## src/rtl/wr_ingress_ctrl.sv

```systemverilog
// rtl/wr_ingress_ctrl.sv - write-side FIFO ingress: 2-entry skid buffer, fill level, almost-full, stall counter
module wr_ingress_ctrl #(
  parameter int DATA_WIDTH   = 8,
  parameter int PTR_WIDTH    = 8,
  parameter int AFULL_MARGIN = 4
) (
  input  logic                  w_clk,
  input  logic                  wrst_n,
  input  logic                  s_valid,
  output logic                  s_ready,
  input  logic [DATA_WIDTH-1:0] s_data,
  output logic                  w_en,
  output logic [DATA_WIDTH-1:0] w_data,
  input  logic                  full,
  input  logic [PTR_WIDTH:0]    b_wptr,
  input  logic [PTR_WIDTH:0]    g_rptr_sync,
  output logic [PTR_WIDTH:0]    wr_level,
  output logic                  almost_full,
  output logic [15:0]           stall_cnt
);

  localparam int DEPTH = 1 << PTR_WIDTH;
  localparam logic [PTR_WIDTH:0] AFULL_THRESH = (PTR_WIDTH+1)'(DEPTH - AFULL_MARGIN);

  typedef enum logic [1:0] {
    EMPTY = 2'd0,
    ONE   = 2'd1,
    TWO   = 2'd2
  } state_t;

  state_t                state, state_nxt;
  logic [DATA_WIDTH-1:0] head_q, tail_q;
  logic [DATA_WIDTH-1:0] head_nxt, tail_nxt;
  logic                  push;
  logic                  pop;
  logic [PTR_WIDTH:0]    rbin;
  logic [PTR_WIDTH:0]    lvl;

  assign s_ready = (state != TWO) & wrst_n;
  assign push    = s_valid & s_ready;
  assign w_en    = (state != EMPTY) & ~full & wrst_n;
  assign pop     = w_en;
  assign w_data  = head_q;

  // head_q always holds the oldest word; tail_q is only meaningful in TWO
  always_comb begin
    state_nxt = state;
    head_nxt  = head_q;
    tail_nxt  = tail_q;
    case (state)
      EMPTY: begin
        if (push) begin
          state_nxt = ONE;
          head_nxt  = s_data;
        end
      end
      ONE: begin
        if (push && pop) begin
          head_nxt = s_data;
        end else if (push) begin
          state_nxt = TWO;
          tail_nxt  = s_data;
        end else if (pop) begin
          state_nxt = EMPTY;
        end
      end
      TWO: begin
        if (pop) begin
          state_nxt = ONE;
          head_nxt  = tail_q;
        end
      end
      default: state_nxt = EMPTY;
    endcase
  end

  always_ff @(posedge w_clk) begin
    if (!wrst_n) begin
      state  <= EMPTY;
      head_q <= '0;
      tail_q <= '0;
    end else begin
      state  <= state_nxt;
      head_q <= head_nxt;
      tail_q <= tail_nxt;
    end
  end

  // Gray to binary: each bit is the XOR of all Gray bits at or above it
  always_comb begin
    rbin = '0;
    for (int i = 0; i <= PTR_WIDTH; i++) begin
      rbin[i] = ^(g_rptr_sync >> i);
    end
  end

  assign lvl = b_wptr - rbin;

  always_ff @(posedge w_clk) begin
    if (!wrst_n) begin
      wr_level    <= '0;
      almost_full <= 1'b0;
      stall_cnt   <= '0;
    end else begin
      wr_level    <= lvl;
      almost_full <= (lvl >= AFULL_THRESH);
      if ((state != EMPTY) && full && (stall_cnt != 16'hFFFF)) begin
        stall_cnt <= stall_cnt + 16'd1;
      end
    end
  end

endmodule

```

## config.mk

```make
export PLATFORM = sky130hd
export DESIGN_NAME = wr_ingress_ctrl
export DESIGN_NICKNAME = d
export VERILOG_FILES = /design/src/rtl/wr_ingress_ctrl.sv
export SDC_FILE = /design/constraint.sdc
export NUM_CORES = 1
export LEC_CHECK = 0
export ABC_AREA = 1
export ABC_CLOCK_PERIOD_IN_PS = 4400
export BUFFER_PORTS_ARGS = -buffer_cell sky130_fd_sc_hd__buf_4
export CORE_MARGIN = 3
export CORE_UTILIZATION = 28
export CTS_BUF_LIST = sky130_fd_sc_hd__clkbuf_16
export DETAILED_ROUTE_END_ITERATION = 10
export GPL_TIMING_DRIVEN = 0
export HOLD_SLACK_MARGIN = 0.02
export SLEW_MARGIN = 20
export SYNTH_ARGS = -nofsm -noshare
export SYNTH_HDL_FRONTEND = slang
export SYNTH_SLANG_ARGS = --single-unit
```

## constraint.sdc

```tcl
create_clock -name w_clk -period 4.4 [get_ports w_clk]
set_input_delay 0.88 -clock w_clk [delete_from_list [all_inputs] [get_ports w_clk]]
set_output_delay 0.88 -clock w_clk [all_outputs]
set_load 0.01 [all_outputs]
```

== Word-level counts from Yosys, hierarchy flattened ==
Index checks and enable logic that the tools add are counted.
Widths: inputs -> output; s select.
Word-level totals
  register bits after elaboration: 44
  input port bits: 30
  word-level logic and storage cells: 52
Operators by class
  add/subtract/negate cells: 2
  order comparisons: 1
  eq/ne operators: 9
  mux-type cells: 10
  bitwise gates (word level): 6
  reduce and logical (&&, ||, !) cells: 18
Operators with widths (number)
  $reduce_xor 9->1: 9
  $mux 8: 3
  $pmux 8 s3: 1
  $add 16x1->16 const B: 1
  $ne 16x16->1 const B: 1
  $mux 2: 5
  $ne 2x2->1 const B: 5
  $ge 9x8->1 const B: 1
  $sub 9x9->9: 1
  $reduce_and 4->1: 2
  $pmux 2 s3: 1
  $and 1x1->1: 4
  $logic_and 1x1->1: 3
  $ne 3x3->1 const B: 1
  $reduce_and 3->1: 1
  $reduce_bool 3->1: 1
  $eq 2x1->1 const B: 1
  $eq 2x2->1 const B: 1
  $logic_not 2->1: 1
  $not 1->1: 2
  $reduce_bool 2->1: 1

== Longest topological paths before layout ==
  word-level depth: 7
  gate-level depth with buffers: 17
  mapped depth without buffers: 17

== Worst setup path after synthesis ==
No wires, ideal clock.
  kind: input -> register
  start point: input g_rptr_sync[8]
  end point: register almost_full
  setup time: 0.113 ns
  arrival: 2.944 ns
  data required time: 4.287 ns
  slack: 1.342 ns
  stages on the path: 16
  buffers on the path: 0
  cells stage by stage: xnor2_2 xor2_2 xnor2_1 nand2_1 nand2_1 ha_1 fa_1 inv_1 nand2_1 nand2_1 nand3_1 or2_2 nand2_1 nand2_1 nand3_1 nand2_1
Between the ends
  cells in the longest elaborated chain, start to end: 3
  elaborated cells on any way between the ends: 11
  classes of those cells: 1 x add/sub; 1 x order compare; 9 x reduce/logical
RTL lines
  start: declaration: RTL line 16  | input logic [PTR_WIDTH:0] g_rptr_sync,
  $reduce_xor 9->1: RTL line 93  | rbin[i] = ^(g_rptr_sync >> i);
  $sub 9x9->9 (*): RTL line 97  | assign lvl = b_wptr - rbin;
  $ge 9x8->1 (*): RTL line 106  | almost_full <= (lvl >= AFULL_THRESH);
  end signal: assignment: RTL line 106
  end: declaration: RTL line 18  | output logic almost_full,
Every way passes the cells marked *; elsewhere a longest branch is shown, timed or not.
A chain may end at the register's enable or synchronous reset.

== Worst setup path after layout ==
Same ends and word-level chain as after synthesis.

==> flow_summary.yaml <==
run_status:
  outcome: "complete, no violations"
power_and_ir_drop:
  vdd_drop_max_uv: 177
  power_density_mw_per_mm2: 375
  leakagePower_nw: 1.58
  p_total_w: 0.00122
yosys:
  synth-main-ff-cell: "dfxtp_1"
  netlist-cell-type-count: 31
  synth_mux_area_share_pct: 0
  ys_ff_latch: 44
  synth_edf_count: 0
  synthXorXnorAreaFrac_pct: 9.70
  synthCells: 357
  yosysSeqAreaShare_pct: 35.4
  synth_top_family_by_area: "simple AND/OR/NAND/NOR gates"
  async_flop_share_pct: 0
  avgSynthCellArea_sq_um: 6.97
  syn_area_sq_mm: 0.00249
  synthAdderAreaFrac_pct: 5.33
  synthesis.nets: 397
  synth_compound_area_share_pct: 11.5
  yosysWarnings: 0
  yosys.area_share.simple_pct: 31.2
grt:
  grt_pass1_vias: 2230
  grt_usage_pct: 12.4
  grt_pass1_wl_microns: 10100
  antenna_found_initial: 0
  busiest_layer: "met2"
  met1_usage_pct: 17.0
  use_met2_pct: 19.8
  grt_max_degree: 14
  overflow: 0
  grt_use_met3_pct: 2.78
timing:
  worst_slack_ns: 1.23
  fin_crit_sh_pct: 72.1
  whs_ns: 0.449
  finalMaxSlewViolations: 0
  skew_ns: 0.00333
  maxClockFrequency_mhz: 315
  finalHoldViolCount: 0
  setup_tns_ns: 0
  relSlewSlack_pct: 65.5
  rsz0062_at_grt: "false"
  setup_viol: 0
  period_minus_slack_ns: 3.17
  worst_pin_slew_ns: 0.516
final_layout:
  final_cell_mix: "nand2_1, buf_4, nor2_1"
  antenna_cells: 0
  drive_gt1_share_pct: 20.5
  nets: 468
  layout_commonest_cell: "nand2_1"
  final_util_pct: 38.8
  syn2layout_area_growth_pct: 31.2
clocking:
  root_buffer: "clkbuf_16"
  cts_num_sinks: 44
  hold_buffers: 0
  clock_path_buffers: 2
  post_cts_resized: 0
  post_cts_buffers: 0
  cts_tree: "built"
  clk_latency_ns: 0.28
  clk_pin_slew_ns: 0.06
  h-tree-depth: 2
  numCtsBuffers: 5
floorplan:
  rows: 33
  die_y_microns: 100
  die_x_microns: 100
  io_pins: 66
  start_util_pct: 29.5
  core_area_sq_mm: 0.00842
  die_area_sq_mm: 0.0101
detailed_routing:
  vias_per_cell: 4.49
  routed_wl_microns: 6140
  vias: 2400
  drtPass1Iterations: 4
  wl_per_cell_microns: 11.5
  drt_iter0_markers: 68
  drc: 0
  antenna_left: 0
place:
  dp_hpwl_microns: 4810
  place_congestion: 0.827
  port_buffers: 64
  dp_slack_ns: 0.910
worst_setup_path:
  end_kind: "register"
  crit_type: "input pin to register"
  startpoint_type: "input pin"
  arrival_ns: 3.35
  cp_max_fo: 4
  crit_required_ns: 4.58
worst_hold_path:
  hold_path_class: "register to register"
flow_run:
  maxCapViolCount: 0
==> through the flow <==
| stage | area (sq um) | cells |
|---|---|---|
| 2_1_floorplan | 2490 | 357 |
| 3_3_place_gp | 3100 | 526 |
| 3_5_place_dp | 3100 | 526 |
| 4_1_cts | 3260 | 534 |
| 5_1_grt | 3260 | 534 |
| 6_report | 3260 | 534 |
==> where the power goes <==
group          switching [W]  leakage (nW)  internal (W)  total [W]
logic               0.000201          1.14      0.000162   0.000363
clock network       0.000147        0.0850      0.000265   0.000411
registers          0.0000152         0.359      0.000434   0.000449
==> state kept, by name, summed over array words and instances (netlist names) <==
register and cells:
stall_cnt 16, wr_level 9, tail_q 8, w_data 8, state 2, almost_full 1
==> cell usage after synthesis, types with 3 or more instances <==
master    number  area [sq um]
nand2_1       96           360
nor2_1        52           195
dfxtp_1       44           881
inv_1         32           120
nand3_1       24           120
a21oi_1       20           100
o21ai_0       17          85.1
xnor2_1       13           114
ha_1           9           113
xor2_1         9          78.8
o211a_1        7          70.1
or2_2          4          25.0
clkbuf_1       3          11.3
nand4_1        3          18.8
==> path summary, 6_finish.rpt <==
| path | start | endpoint | slack (ns) | cells after the start |
|---|---|---|---|---|
| worst max-delay path | g_rptr_sync[8] | almost_full$_SDFF_PN0_ | 1.23 | 17 |
| worst min-delay path | tail_q[0]$_SDFFE_PN0P_ | tail_q[0]$_SDFFE_PN0P_ | 0.45 | 2 |
| worst max register to register | stall_cnt[1]$_SDFFE_PN0P_ | stall_cnt[11]$_SDFFE_PN0P_ | 2.59 | 8 |
| worst min register to register | tail_q[0]$_SDFFE_PN0P_ | tail_q[0]$_SDFFE_PN0P_ | 0.45 | 2 |
==> layer usage <==
layer  vias up  part of all wire [%]
li1       1281                     -
met1      1077                    48
met2        40                    48
met3         2                   3.8
met4         0                  0.23
met5         -                     0
==> area by class of cell <==
type                            count  area, sq um
Buffer                              8         43.8
Clock buffer                        5          125
Clock inverter                      3         38.8
Fill cell                         921         5160
Inverter                           34          128
Multi-Input combinational cell    271         1440
Sequential cell                    44          881
Tap cell                          105          131
Timing Repair Buffer               64          480
==> worst max-delay path: stages <==
cell and delay (ns):
buf_4 0.12, xnor2_2 0.29, xor2_2 0.31, xnor2_1 0.14, nand2_1 0.08, nand2_1 0.06
ha_1 0.20, fa_1 0.36, inv_1 0.07, nand2_1 0.06, nand2_1 0.11, nand3_1 0.12
or2_2 0.30, nand2_1 0.06, nand2_1 0.04, nand3_1 0.08, nand2_1 0.05
==> cell families after synthesis <==
family	after synthesis
flip-flops	44
buffers and inverters	42
adder cells (fa/ha/maj)	10
XOR/XNOR	25
AO/OA/AOI/OAI	48
AND/OR/NAND/NOR	188
Note: power is estimated with default switching activity, not from simulation.
